`config.mk`:
```
export PLATFORM = sky130hd
export DESIGN_NAME = if_id_skid_register
export DESIGN_NICKNAME = d
export VERILOG_FILES = /design/src/rtl/mips_pipe_pkg.sv /design/src/rtl/if_id_skid_register_skid_slot.sv /design/src/rtl/if_id_skid_register.sv
export SDC_FILE = /design/constraint.sdc
export NUM_CORES = 1
export LEC_CHECK = 0
export CORE_UTILIZATION = 45
export DETAILED_ROUTE_END_ITERATION = 10
export GPL_ROUTABILITY_DRIVEN = 0
export PLACE_DENSITY_LB_ADDON = 0.05
export SLEW_MARGIN = 20
export SYNTH_ARGS = -nofsm -noshare
export SYNTH_HDL_FRONTEND = slang
export SYNTH_SLANG_ARGS = --single-unit
```
`constraint.sdc`:
```
create_clock -name Clk -period 4.6 [get_ports Clk]
set_input_delay 0.92 -clock Clk [delete_from_list [all_inputs] [get_ports Clk]]
set_output_delay 0.92 -clock Clk [all_outputs]
set_load 0.02 [all_outputs]
```
`src/rtl/mips_pipe_pkg.sv`:
```
// ---------------------------------------------------------------------------
// mips_pipe_pkg
// Shared constants for the pipelined MIPS datapath front end.
//   INSTR_W     : default instruction width
//   PC_W        : default PC+4 width
//   NOP_INSTR   : value presented to decode when no word is held
//   STALL_CNT_W : width of the optional decode-stall counter
//                 (IF_ID_STALL_COUNT_EN)
// ---------------------------------------------------------------------------
package mips_pipe_pkg;

   localparam int INSTR_W     = 32;
   localparam int PC_W        = 32;
   localparam logic [31:0] NOP_INSTR = 32'h0000_0000;
   localparam int STALL_CNT_W = 16;

   // Saturating increment for the stall counter: sticks at all-ones.
   function automatic logic [STALL_CNT_W-1:0] stall_sat_inc(
      input logic [STALL_CNT_W-1:0] i_val
   );
      return (i_val == '1) ? i_val : i_val + 1'b1;
   endfunction

endpackage

```
`src/rtl/if_id_skid_register_skid_slot.sv`:
```
// ---------------------------------------------------------------------------
// skid_slot
// One holding entry of the IF/ID register: a valid bit plus the
// instruction and PC+4 it qualifies.
//   Clk, Reset : clock, asynchronous active-high reset (clears everything)
//   i_clear    : drop the entry; valid and data return to 0/NOP
//   i_load     : capture i_instr / i_pc and mark valid (i_clear wins)
//   o_valid, o_instr, o_pc : current contents
// ---------------------------------------------------------------------------
module skid_slot
   import mips_pipe_pkg::*;
#(
   parameter int INSTR_W = mips_pipe_pkg::INSTR_W,
   parameter int PC_W    = mips_pipe_pkg::PC_W
) (
   input  logic               Clk,
   input  logic               Reset,
   input  logic               i_clear,
   input  logic               i_load,
   input  logic [INSTR_W-1:0] i_instr,
   input  logic [PC_W-1:0]    i_pc,
   output logic               o_valid,
   output logic [INSTR_W-1:0] o_instr,
   output logic [PC_W-1:0]    o_pc
);

   logic               r_valid;
   logic [INSTR_W-1:0] r_instr;
   logic [PC_W-1:0]    r_pc;

   // Data is cleared alongside valid so an empty slot always reads as NOP/0.
   always_ff @(posedge Clk or posedge Reset) begin
      if (Reset) begin
         r_valid <= 1'b0;
         r_instr <= INSTR_W'(NOP_INSTR);
         r_pc    <= '0;
      end else if (i_clear) begin
         r_valid <= 1'b0;
         r_instr <= INSTR_W'(NOP_INSTR);
         r_pc    <= '0;
      end else if (i_load) begin
         r_valid <= 1'b1;
         r_instr <= i_instr;
         r_pc    <= i_pc;
      end
   end

   assign o_valid = r_valid;
   assign o_instr = r_instr;
   assign o_pc    = r_pc;

endmodule

```
`src/rtl/if_id_skid_register.sv`:
```
// ---------------------------------------------------------------------------
// if_id_skid_register
// IF/ID pipeline register with a two-entry skid buffer. Fetch writes via a
// valid/ready handshake; decode reads from the main entry. When decode
// stalls, one extra word is parked in the skid entry, so in_ready can be a
// pure flop output (NOT skid_valid) with no combinational path from
// out_ready back to fetch. flush kills both entries and any incoming word.
//
// Ports:
//   Clk, Reset        : clock, asynchronous active-high reset
//   in_valid/in_ready : fetch handshake
//   in_instruction    : fetched instruction
//   in_pc_plus4       : PC+4 of the fetched instruction
//   flush             : synchronous kill (taken branch / jump)
//   out_valid/out_ready : decode handshake
//   out_instruction   : held instruction, [15:0] feeds sign extension
//   out_pc_plus4      : held PC+4
//   stall_count       : (IF_ID_STALL_COUNT_EN only) saturating count of
//                       cycles with out_valid & !out_ready
//
// Configuration macro: IF_ID_STALL_COUNT_EN
// ---------------------------------------------------------------------------
module if_id_skid_register
   import mips_pipe_pkg::*;
#(
   parameter int INSTR_W = mips_pipe_pkg::INSTR_W,
   parameter int PC_W    = mips_pipe_pkg::PC_W
) (
   input  logic               Clk,
   input  logic               Reset,
   input  logic               in_valid,
   output logic               in_ready,
   input  logic [INSTR_W-1:0] in_instruction,
   input  logic [PC_W-1:0]    in_pc_plus4,
   input  logic               flush,
   output logic               out_valid,
   input  logic               out_ready,
   output logic [INSTR_W-1:0] out_instruction,
`ifdef IF_ID_STALL_COUNT_EN
   output logic [PC_W-1:0]    out_pc_plus4,
   output logic [STALL_CNT_W-1:0] stall_count
`else
   output logic [PC_W-1:0]    out_pc_plus4
`endif
);

   logic               w_main_valid;
   logic [INSTR_W-1:0] w_main_instr;
   logic [PC_W-1:0]    w_main_pc;
   logic               w_skid_valid;
   logic [INSTR_W-1:0] w_skid_instr;
   logic [PC_W-1:0]    w_skid_pc;

   logic               w_accept;
   logic               w_consume;
   logic               w_main_load;
   logic               w_main_clear;
   logic               w_main_from_skid;
   logic               w_skid_load;
   logic               w_skid_clear;
   logic [INSTR_W-1:0] w_main_instr_d;
   logic [PC_W-1:0]    w_main_pc_d;

   assign in_ready  = ~w_skid_valid;
   assign w_accept  = in_valid & in_ready;
   assign w_consume = w_main_valid & out_ready;

   // Edge update priority: flush, skid drain, then accept.
   always_comb begin
      w_main_load      = 1'b0;
      w_main_clear     = 1'b0;
      w_main_from_skid = 1'b0;
      w_skid_load      = 1'b0;
      w_skid_clear     = 1'b0;
      if (flush) begin
         w_main_clear = 1'b1;
         w_skid_clear = 1'b1;
      end else if (w_skid_valid && w_consume) begin
         // in_ready is low here, so nothing new can arrive this cycle.
         w_main_load      = 1'b1;
         w_main_from_skid = 1'b1;
         w_skid_clear     = 1'b1;
      end else if (!w_main_valid || w_consume) begin
         if (w_accept) w_main_load  = 1'b1;
         else          w_main_clear = 1'b1;
      end else if (w_accept) begin
         // Main is stalled; park the new word so it is not dropped.
         w_skid_load = 1'b1;
      end
   end

   assign w_main_instr_d = w_main_from_skid ? w_skid_instr : in_instruction;
   assign w_main_pc_d    = w_main_from_skid ? w_skid_pc    : in_pc_plus4;

   skid_slot #(.INSTR_W(INSTR_W), .PC_W(PC_W)) u_main (
      .Clk     (Clk),
      .Reset   (Reset),
      .i_clear (w_main_clear),
      .i_load  (w_main_load),
      .i_instr (w_main_instr_d),
      .i_pc    (w_main_pc_d),
      .o_valid (w_main_valid),
      .o_instr (w_main_instr),
      .o_pc    (w_main_pc)
   );

   skid_slot #(.INSTR_W(INSTR_W), .PC_W(PC_W)) u_skid (
      .Clk     (Clk),
      .Reset   (Reset),
      .i_clear (w_skid_clear),
      .i_load  (w_skid_load),
      .i_instr (in_instruction),
      .i_pc    (in_pc_plus4),
      .o_valid (w_skid_valid),
      .o_instr (w_skid_instr),
      .o_pc    (w_skid_pc)
   );

   assign out_valid       = w_main_valid;
   assign out_instruction = w_main_instr;
   assign out_pc_plus4    = w_main_pc;

`ifdef IF_ID_STALL_COUNT_EN
   logic [STALL_CNT_W-1:0] r_stall_count;

   // Deliberately not touched by flush: it measures decode back-pressure.
   always_ff @(posedge Clk or posedge Reset) begin
      if (Reset) begin
         r_stall_count <= '0;
      end else if (w_main_valid && !out_ready) begin
         r_stall_count <= stall_sat_inc(r_stall_count);
      end
   end

   assign stall_count = r_stall_count;
`endif

endmodule

```
# Word level (Yosys, flattened, before mapping)
# Cells that the tools add are included.
# word_totals
ff_bits	130
in_bits	69
output_inout_bits	66
elab_cells	42
# classes
mux	28
bitwise	3
reduce_logical	5
# ops
operator	n
$mux 32	10
$mux 1	18
$reduce_bool 2->1	2
$and 1x1->1	2
$logic_and 1x1->1	1
$logic_not 1->1	1
$logic_or 1x1->1	1
$not 1->1	1

# Logic depth before layout (Yosys ltp)
# Gate-level depths: netlist of the first run.
# depth
ltp_word	8
depth_mapped	6
mapped_depth_nobuf	3

# Cells and area by module
# A second synthesis of the first run with hierarchy kept.
# hier_totals
cells_unflattened	501
hier_area_um2	6422.4
# by_module_without_submodules
mod	instances	cells_per_inst	area_each_um2	seq_area_each_um2
skid_slot	2	210	2640.0	1626.6
if_id_skid_register	1	81	1142.3	0.0

# Worst setup path before layout of the first run
# No wires, ideal clock.
# synth_path
path_type	input port to flip-flop
start	input port in_valid
end	register u_main.r_pc[10] (netlist: u_main.o_pc[10])
setup_ps	124
t_arrival_ps	1664
required_time_ps	4476
slack_ps	2812
cell_stages	4
path_buffers	1
path_cell_list	or2_2 -> o2111ai_4 -> clkbuf_2 -> o21ai_1
# synth_via
elab_chain_cells	6
word_cells_on_any_way	11
classes_between	mux (9); bitwise (1); reduce/logical (1)
# synth_rtl
element	line_no	text
start: declaration	if_id_skid_register.sv:31	input logic in_valid,
$and 1x1->1 (*)	if_id_skid_register.sv:65	assign w_accept = in_valid & in_ready;
$mux 1	if_id_skid_register.sv:84	if (w_accept) w_main_load = 1'b1;
$mux 1	if_id_skid_register.sv:83	end else if (!w_main_valid || w_consume) begin
$mux 1	if_id_skid_register.sv:78	end else if (w_skid_valid && w_consume) begin
$mux 1	if_id_skid_register.sv:75	if (flush) begin
$mux 32 or $reduce_bool 2->1 (tied branches)	n/a	
end signal: assignment	if_id_skid_register_skid_slot.sv:44	r_pc <= i_pc;
end: declaration	if_id_skid_register_skid_slot.sv:29	logic [PC_W-1:0] r_pc;
# Every way passes the cells marked *; elsewhere a longest branch is shown, timed or not.
# A chain may end at the register's enable or synchronous reset.

# Worst setup path in the final report of the first run
# layout_path
start	input port out_ready
end	register u_skid.r_pc[10] (netlist: u_skid.o_pc[10])
# layout_via
elab_chain_cells	6
word_cells_on_any_way	10
classes_between	mux (6); bitwise (1); reduce/logical (3)
# layout_rtl
element	line_no	text
start: declaration	if_id_skid_register.sv:37	input logic out_ready,
$and 1x1->1 (*)	if_id_skid_register.sv:66	assign w_consume = w_main_valid & out_ready;
$logic_or 1x1->1	if_id_skid_register.sv:83	
$mux 1	if_id_skid_register.sv:83	
$mux 1	if_id_skid_register.sv:78	
$mux 1	if_id_skid_register.sv:75	
$reduce_bool 2->1 (no source line)	n/a	
end signal: assignment	if_id_skid_register_skid_slot.sv:44	
end: declaration	if_id_skid_register_skid_slot.sv:29	
# Marks and branches as above.

==> results of run 1 <==
synthesized netlist by cell type:
| cell type | number |
|---|---|
| nor3b_2 | 2 |
| o2111ai_4 | 1 |
| mux2i_1 | 64 |
| clkbuf_1 | 6 |
| buf_4 | 2 |
| nand2_1 | 64 |
| a21oi_1 | 2 |
| clkbuf_2 | 4 |
| nand2b_1 | 2 |
| nor2b_1 | 1 |
| buf_6 | 21 |
| o21ai_4 | 1 |
| buf_2 | 8 |
| a32o_1 | 64 |
| inv_1 | 2 |
| o21ai_0 | 29 |
| nand4b_1 | 1 |
| nor2_1 | 1 |
| o21ai_1 | 35 |
| a211oi_1 | 1 |
| and2_1 | 1 |
| inv_2 | 1 |
| dfrtp_1 | 130 |
| or2_2 | 1 |
| and2_4 | 1 |
area by class of cell:
cell class | count | share of cell area (%)
clock buffers | 28 | 6.898
flip-flops and latches | 130 | 43.43
multi-input cells | 271 | 26.52
repair buffers | 144 | 19.22
inverters | 3 | 0.1837
well taps | 168 | 2.806
clock inverters | 4 | 0.9354
worst max-delay path, cell delays in order:
cell	delay, ps
clkdlybuf4s50_1	570
and2_4	250
o21ai_4	630
buf_4	410
a32o_1	220
state kept, by name, indices dropped and copies added (netlist names):
name	flops
u_main.o_pc	32
u_skid.o_pc	32
u_main.o_valid	1
u_skid.o_valid	1
u_main.o_instr	32
u_skid.o_instr	32
logic make-up (layout without fill, tap and decap cells):
family	after synthesis	count (layout)	share of synthesized area, %
muxes	64	64	11.48
buffers and inverters	44	179	6.191
AOI/OAI and AO/OA	133	133	18.30
and+or+nand+nor	74	74	5.698
DFF	130	130	58.32
power by group:
group	switching [mW]	internal (mW)	leakage [nW]
Combinational	0.164	0.151	1.54
Clock	0.455	0.868	0.289
Sequential	0.0284	1.19	1.78
path summary, 6_finish.rpt:
check / from / end / cells after the start
worst max-delay path: out_ready / u_skid.o_pc[10] / 5
worst min-delay path: u_main.o_pc[8] / u_main.o_pc[8] / 2
worst max register to register: u_main.o_valid / u_skid.o_pc[10] / 4
worst min register to register: u_main.o_pc[8] / u_main.o_pc[8] / 2
max in group asynchronous: Reset / u_skid.o_instr[22] / 3
min in group asynchronous: Reset / u_main.o_pc[25] / 2
through the flow:
| step | util (%) | total power, mW | setup slack [ps] |
|---|---|---|---|
| detailed placement | 57.21 | 1.557 | 1438 |
| finish | 62.11 | 2.858 | 1933 |
| CTS | 62.07 | 2.886 | 1867 |
| floorplan | - | 1.388 | 210.7 |
| global route | 62.11 | 2.957 | 1832 |
| global placement | 56.98 | 1.547 | 1458 |
metal layers:
layer,global-route usage [%],routed length (um),part of all wire (%),vias to the layer above
met5,0,0,0,-
met2,36.89,6482,49,130
met4,9.035,184,1.4,0
met1,26.85,5713,43,2080
met3,7.231,861,6.5,12
li1,-,-,-,1907
==> impl_results.md, run 1 <==
* Run status: complete, no violations
* Max Fclk at between 0.3 and 0.4 GHz
* CTS buffer count at 17
* Port Buffers at about 130
* Cell taking the most area after synthesis: dfrtp_1
* Worst-Skew Late Latency at between 400 and 500 ps
* Placed cell areas at ~7000 um^2
* Pins Over Slew Limit at 0
* Die Height at between 100 and 150 um
* HPWL Detailed at between 7000 and 8000 um
* Register area share after synthesis at around three fifths
* CTS clk-pin slew, worst paths at roughly 50 ps
* CTS tree: built
* Final layout net count at between 600 and 700
* Max_cap viols at 0
* Mapped Cells at around 450
* Effective utilization at floorplan at a little under half
* Initial antenna violation count at 0
* Root Driver: clkbuf_16
* Clock tree buffer depth at 2
* RSZ-0062 raised after global routing: no
* Postcts setup bufs at 0
* Area occupied by registers at about 3300 um^2
* Largest net degree at the start of global routing at between 60 and 70
* Worst-Margin Slew at ~840 ps
* Die Width at 113.3 um
* Post-synth cell types at 25
* Avg Cell Area, Syn at ~13 um^2
* Dpl cells at just over 700
* GRT Util Overall at between 20 and 25%
* VDD IR max at ~0.23 mV
* Commonest non-fill, non-tap cell in the layout: clkdlybuf4s50_1
* Worst hold-check path type: reg -> reg
* Crit. End Element: register
* Syn Nets at 514
* Fin. Hold Viols at 0
* P per Cell Area at 381.5 nW/um^2
* P&R area growth vs syn at 34.30%
* H-tree depth at 4
* Vias in the first global route at ~4200
* Fin crit share at 57.97%
* Synth top area cells: dfrtp_1 58%, a32o_1 11%, mux2i_1 11%
* Commonest non-fill, non-tap cells in the layout: 134 x clkdlybuf4s50_1, 130 x dfrtp_1, 64 x a32o_1, 64 x mux2i_1, 64 x nand2_1
* Fillers at 1027
* CTS sink cnt at 130
* R2R Setup Slk at 2480 ps
* Hold_ws at 475.2 ps
* Core box area at ~12000 um^2
* Startpoint Class: input port
* Multi-input logic area at roughly 2000 um^2
* Violation count after the first detailed-route iteration at between 200 and 250
* Via count at 4129
* First-pass GRT wire length at roughly 22000 um
* Hold_buf cts at 0
* CP Class: in -> reg
* Final Skew at 7.774 ps
* Yosys Warn Count at 0
* Routed WL per cell at ~18 um
* FP Rows at 40
* Gr ovfl total at 0
* Slew HR at a little over two fifths
* First-pass DRT Iterations at 4
* Mapped cell area at about 5600 um^2
* Detail Route Antenna Nets at 0
* WP data required at ~4900 ps
* IO Pins at roughly 140
* Worst Path Arrival at approximately 3000 ps
* Setup violators final at 0
* WL final at 13240 um
* Post_cts resized at 0
* Finished Cell Area at about 7500 um^2
* Share of the synthesized area in the top cell type at between 50% and 60%
* Fin Setup TNS at 0 ps
* CP max FO at 26
* Synth Register Bits at 130
* Post-route DRC at 0
* Leak at ~3.6 nW
* Die area at roughly 13000 um^2
* Period minus WS final at 2667 ps
* Layout cells sized above 1 at 7.931%
* Post-Layout Cell Count at 748
* # diodes at 0
* Via density at around 5.5
No activity file was read; power rests on OpenSTA's default activity.
==> run 2, diff against run 1 <==
Settings changed: CORE_UTILIZATION 45 to 50.
Clock period 4.6 ns to 2.8 ns, I/O delays scaled along.
==> run 2 against run 1 <==
Net effect:
- cell area is 0.60% higher
- total power grew 66%
- global-route usage increased by 1.4 points
- final cell count fell by 3.7%
- die area is 9.8% lower
- via count decreased by 0.39%
- combinational power rose by 65%
- non-clock buffer count stayed put
- routed wire length shrank 2.5%
- hold slack better by 0.94 ps
- sequential share of layout area is 0.26 points lower
==> impl_results.md, run 2 (same netlist as run 1, synthesis figures left out) <==
* Core box area at 10840 um^2 (-10%)
* R2R Setup Slk at 870 ps (-1610 ps)
* Commonest non-fill, non-tap cell in the layout: clkdlybuf4s50_1
* VDD IR max at 0.3162 mV (+39%)
* Min-Delay Path Depth at 2 (unchanged)
* Startpoint Class: register
* Kind of cell adding the most delay to the critical path: buffers and inverters
* Max_cap viols at 0 (unchanged)
* Layout cells sized above 1 at 8.793% (+0.86 points)
* Fillers at 810 (-21%)
* H-tree depth at 4 (unchanged)
* Crit-path slowest cell: clkdlybuf4s50_1
* Worst hold-check path type: reg -> reg
* WHS Endpoint: u_main.o_pc[4]
* Port Buffers at 134 (unchanged)
* First-pass DRT Iterations at 5 (+1)
* Fin Setup TNS at 0 ps (unchanged)
* Worst Path Arrival at 1780 ps (-1230 ps)
* Run status: complete, no violations
* WP data required at 2240 ps (-2700 ps)
* First-pass GRT wire length at 20830 um (-3.6%)
* Largest net degree at the start of global routing at 65 (-5.8%)
* Fin crit share at 83.40%
* CTS sink cnt at 130 (unchanged)
* GRT Util Overall at 23.64% (+1.4 points)
* Initial antenna violation count at 0 (unchanged)
* P&R area growth vs syn at 35.11%
* Commonest non-fill, non-tap cells in the layout: 134 x clkdlybuf4s50_1, 130 x dfrtp_1, 64 x a32o_1, 64 x mux2i_1, 64 x nand2_1
* Final layout net count at 636 (unchanged)
* Post_cts resized at 0 (unchanged)
* Vias in the first global route at 4065 (-4.0%)
* Detail Route Antenna Nets at 0 (unchanged)
* Root Driver: clkbuf_8
* Post-route DRC at 0 (unchanged)
* Via density at 5.713 (+3.5%)
* Max Fclk at around 0.43 GHz
* RR Startpoint: u_main.o_valid
* Fin. Hold Viols at 0 (unchanged)
* Final Util at 69.52% (+7.4 points)
* Leak at 3.617 nW (+0.42%)
* CP max FO at 9 (-65%)
* Hold_buf cts at 0 (unchanged)
* Setup violators final at 0 (unchanged)
* IO Pins at 135 (unchanged)
* Pins Over Slew Limit at 0 (unchanged)
* Via count at 4113 (-0.39%)
* Die area at 11580 um^2 (-9.8%)
* P per Cell Area at 628.7 nW/um^2 (+65%)
* Die Height at 107.6 um (-5.0%)
* R2r worst-path depth at 4 (unchanged)
* Design Power at 4.738 mW (+66%)
* Reg-to-reg critical path endpoint: u_skid.o_pc[0]
* Crit path largest cell delay at 680 ps (+50 ps)
* Buf+Inv Stages, Crit Path at 1 (-1)
* Gr ovfl total at 0 (unchanged)
* Slew HR at 51.07% (+7.2 points)
* Clock tree buffer depth at 2 (unchanged)
* FP Rows at 38 (-5.0%)
* Effective utilization at floorplan at 51.45% (+5.2 points)
* Die Width at 107.6 um (-5.0%)
* Hold path startpoint: u_main.o_pc[4]
* RSZ-0062 raised after global routing: no
* CP Class: reg -> out
* Final Skew at 8.271 ps (+0.4965 ps)
* CP Cell Sequence: clkdlybuf4s50_1
* CTS buffer count at 17 (unchanged)
* # diodes at 0 (unchanged)
* Postcts setup bufs at 0 (unchanged)
* Violation count after the first detailed-route iteration at 224 (+3.7%)
* WL final at 12910 um (-2.5%)
* CTS clk-pin slew, worst paths at 60 ps (about the same)
* HPWL Detailed at 7764 um (-0.74%)
* Worst-Margin Slew at 734.0 ps (-107.6 ps)
* Crit. End Element: output pin
* Period minus WS final at around 2300 ps
* Routed WL per cell at 17.93 um (+1.3%)
* CTS tree: built
* Worst-Skew Late Latency at 510 ps (+100 ps)
run 2: changes by cell type in the layout (fill, tap and decap cells not counted):
cell,change
buf_12,+7
clkinv_4,+2
buf_6,-1
clkbuf_1,-5
clkbuf_8,-2
clkbuf_16,-1
inv_6,+1
bufinv_16,+1
buf_16,-1
buf_4,-5
inv_4,-1
clkinvlp_4,+5
run 2: final cells by class:
| type | instances | area [um^2] | share of cell area, % |
|---|---|---|---|
| Sequential cell | 130 | 3253 | 43.17 |
| Clock buffer | 20 | 445.4 | 5.911 |
| Tap cell | 140 | 175.2 | 2.324 |
| Clock inverter | 12 | 156.4 | 2.075 |
| Timing Repair Buffer | 144 | 1504 | 19.96 |
| Multi-Input combinational cell | 271 | 1987 | 26.37 |
| Inverter | 3 | 15.01 | 0.1992 |
run 2: worst max-delay path by stage:
stage / from / slack (ps) / end / cells after the start
2_1_floorplan: Reset / 630 / u_main.o_instr[0] / 1
3_3_place_gp: out_ready / 400 / u_main.o_pc[1] / 5
3_5_place_dp: out_ready / 300 / u_main.o_pc[1] / 5
4_1_cts: u_main.o_valid / 450 / out_valid / 1
5_1_grt: u_main.o_valid / 410 / out_valid / 1
6_report: u_main.o_valid / 460 / out_valid / 1
run 2: metal layers:
metal  routed length, um  GRT usage (%)  part of all wire [%]  vias up
met2                6406          36.81                    50      131
li1                    -              -                     -     1897
met5                   0              0                     0        -
met3                 877          7.567                   6.8       13
met4                 197          9.198                   1.5        0
met1                5430          30.74                    42     2072
run 2: power breakdown:
part           switching (mW)  leakage (nW)  internal, mW
Sequential             0.0475          1.78          1.96
Clock                   0.809         0.283          1.40
Combinational           0.268          1.56         0.253
Total                    1.12          3.62          3.61
run 2: metrics by stage:
| stage | std cells | hold slack [ps] | cell area, um^2 | worst slack [ps] |
|---|---|---|---|---|
| 2_1_floorplan | 445 | 492.2 | 5582 | 630.8 |
| 3_3_place_gp | 688 | 461.2 | 6934 | 396.7 |
| 3_5_place_dp | 688 | 469.4 | 6934 | 302.3 |
| 4_1_cts | 720 | 473.1 | 7536 | 447.3 |
| 5_1_grt | 720 | 505.7 | 7536 | 406.5 |
| 6_report | 720 | 476.2 | 7536 | 464.8 |
==> run 3, diff against run 2 <==
Clock period 2.8 ns to 2.2 ns, I/O delays scaled along.
==> run 3 against run 2 <==
Net effect:
- sequential share of layout area shrank 0.19 points
- final cell count grew 0.56%
- global-route usage grew 0.72 points
- critical endpoint unchanged
- largest power group unchanged
- highest routed layer unchanged
==> impl_results.md, run 3 (same netlist as run 1, synthesis figures left out) <==
* Run status: complete, no violations
* Largest net degree at the start of global routing at 75 (+15%)
* Comb pwr share at 11.4% (+0.4 points)
* WP data required at 1760 ps (-480 ps)
* Switching part of the total power at 24.45% (+0.71 points)
* Slew HR at 66.99% (+16 points)
* HPWL Detailed at 7902 um (+1.8%)
* Worst hold-check path type: in -> async
* Detail Route Antenna Nets at 0 (unchanged)
* RSZ-0062 raised after global routing: no
* First-pass DRT Iterations at 5 (unchanged)
* Final Skew at 4.598 ps (-3.672 ps)
* Vias in the first global route at 4195 (+3.2%)
* Leak at 3.635 nW (+0.49%)
* First-pass GRT wire length at 21330 um (+2.4%)
* CP max FO at 9 (unchanged)
* Port Buffers at 134 (unchanged)
* VDD IR max at 0.5602 mV (+77%)
* Max Fclk at a little under 0.5 GHz
* Fin Setup TNS at 0 ps (unchanged)
* Routed WL per cell at 18.34 um (+2.3%)
* CP Class: reg -> out
* Die area at 11580 um^2 (unchanged)
* Fin crit share at 94.59%
* P&R area growth vs syn at 35.76%
* Kind of cell adding the most delay to the critical path: buffers and inverters
* Post-Layout Cell Count at 724 (+0.56%)
* Initial antenna violation count at 0 (unchanged)
* Core box area at 10840 um^2 (unchanged)
* Buf+Inv Stages, Crit Path at 1 (unchanged)
* Violation count after the first detailed-route iteration at 241 (+7.6%)
* Fin. Hold Viols at 0 (unchanged)
* Die Width at 107.6 um (unchanged)
* P_int at 4.490 mW (+24%)
* Worst-Margin Slew at 495.1 ps (-238.9 ps)
* Crit. End Element: output pin
* Worst-Skew Late Latency at 510 ps (about the same)
* Startpoint Class: register
* Clock Power Share at 45.7% (-1.0 points)
* GRT Util Overall at 24.36% (+0.72 points)
* IO Pins at 135 (unchanged)
* Crit-path slowest cell: clkdlybuf4s50_1
* Worst Path Arrival at 1640 ps (-140 ps)
* WL final at 13280 um (+2.8%)
* Setup violators final at 0 (unchanged)
* Area occupied by registers at 3254 um^2 (about the same)
* Gr ovfl total at 0 (unchanged)
* # diodes at 0 (unchanged)
* Via count at 4146 (+0.80%)
* Sequential group share of total power at 42.9% (+0.6 points)
* H-tree depth at 4 (unchanged)
* R2r worst-path depth at 4 (unchanged)
* CTS sink cnt at 130 (unchanged)
* Pins Over Slew Limit at 0 (unchanged)
* Period minus WS final at 2081 ps
* Via density at 5.727 (+0.25%)
* Max_cap viols at 0 (unchanged)
* Dpl cells at 692 (+0.58%)
* Post-route DRC at 0 (unchanged)
* Root Driver: clkbuf_8
* Commonest non-fill, non-tap cells in the layout: 133 x clkdlybuf4s50_1, 129 x dfrtp_1, 64 x a32o_1, 64 x mux2i_1, 64 x nand2_1
* Crit path largest cell delay at 650 ps (-30 ps)
* Fillers at 849 (+4.8%)
* Clock tree buffer depth at 2 (unchanged)
* Commonest non-fill, non-tap cell in the layout: clkdlybuf4s50_1
* P per Cell Area at 784.8 nW/um^2 (+25%)
* CTS clk-pin slew, worst paths at 60 ps (about the same)
* Layout cells sized above 1 at 9.589% (+0.80 points)
* CP Cell Sequence: clkdlybuf4s50_1
* Sw Pwr at 1.453 mW (+29%)
* Multi-input logic area at 1987 um^2 (unchanged)
* Die Height at 107.6 um (unchanged)
* Postcts setup bufs at 0 (unchanged)
* Effective utilization at floorplan at 51.45% (unchanged)
* CTS buffer count at 17 (unchanged)
* CTS tree: built
* Critical path depth at 1 (unchanged)
* FP Rows at 38 (unchanged)
* Final layout net count at 640 (+0.63%)
## run 3: metal layers
layer  GRT usage, %  up-vias  wire length, um
li1               -     1904                -
met1          31.74     2128             5715
met2          39.24      104             6651
met3          7.506       10              791
met4          7.045        0              121
met5              0        -                0
## run 3: final timing paths
| kind | from | endpoint | slack, ps |
|---|---|---|---|
| max | u_main.o_valid | out_valid | 120 |
| min | Reset | u_main.o_pc[14] | 400 |
| max reg2reg | u_main.o_valid | u_main.o_instr[12] | 630 |
| min reg2reg | u_main.o_instr[31] | u_main.o_instr[31] | 480 |
| max in group asynchronous | Reset | u_main.o_instr[9] | 1460 |
| min in group Clk | u_main.o_instr[31] | u_main.o_instr[31] | 480 |
## run 3: layout make-up
type                            instances  area share (%)
Sequential cell                       130           42.98
Tap cell                              140           2.313
Clock buffer                           20           5.882
Multi-Input combinational cell        271           26.24
Timing Repair Buffer                  148           20.62
Inverter                                3          0.1983
Clock inverter                         12           1.768
## run 3: stage by stage
stage | setup slack, ps | utilization, % | total power [mW] | hold WS [ps] | cell area [um^2]
CTS | 35.14 | 69.83 | 6.003 | 399.2 | 7570
detailed placement | 98.49 | 64.47 | 3.272 | 469.9 | 6989
finish | 119.1 | 69.85 | 5.943 | 399.9 | 7572
global route | 61.30 | 69.85 | 6.151 | 437.9 | 7572
global placement | 164.3 | 64.47 | 3.258 | 460.3 | 6989
floorplan | 150.8 | - | 2.902 | 492.2 | 5582
## run 3: power groups by stage
| stage | registers [mW] | clock network [mW] | logic, mW |
|---|---|---|---|
| after floorplan | 2.66 | 0 | 0.241 |
| after global placement | 2.59 | 0 | 0.673 |
| after detailed placement | 2.59 | 0 | 0.682 |
| after CTS | 2.55 | 2.77 | 0.685 |
| after global routing | 2.56 | 2.86 | 0.727 |
| final | 2.55 | 2.72 | 0.676 |
## run 3: tightest hold or removal path: cells and delay by family
| kind | cells | cell delay (ps) |
|---|---|---|
| buffers and inverters | 3 | 860 |
## run 3: repair_timing
| item | in CTS | in global routing |
|---|---|---|
| resized for setup | 1 | 1 |
| hold buffers | 0 | 0 |
| setup endpoints to repair | 1 | 1 |
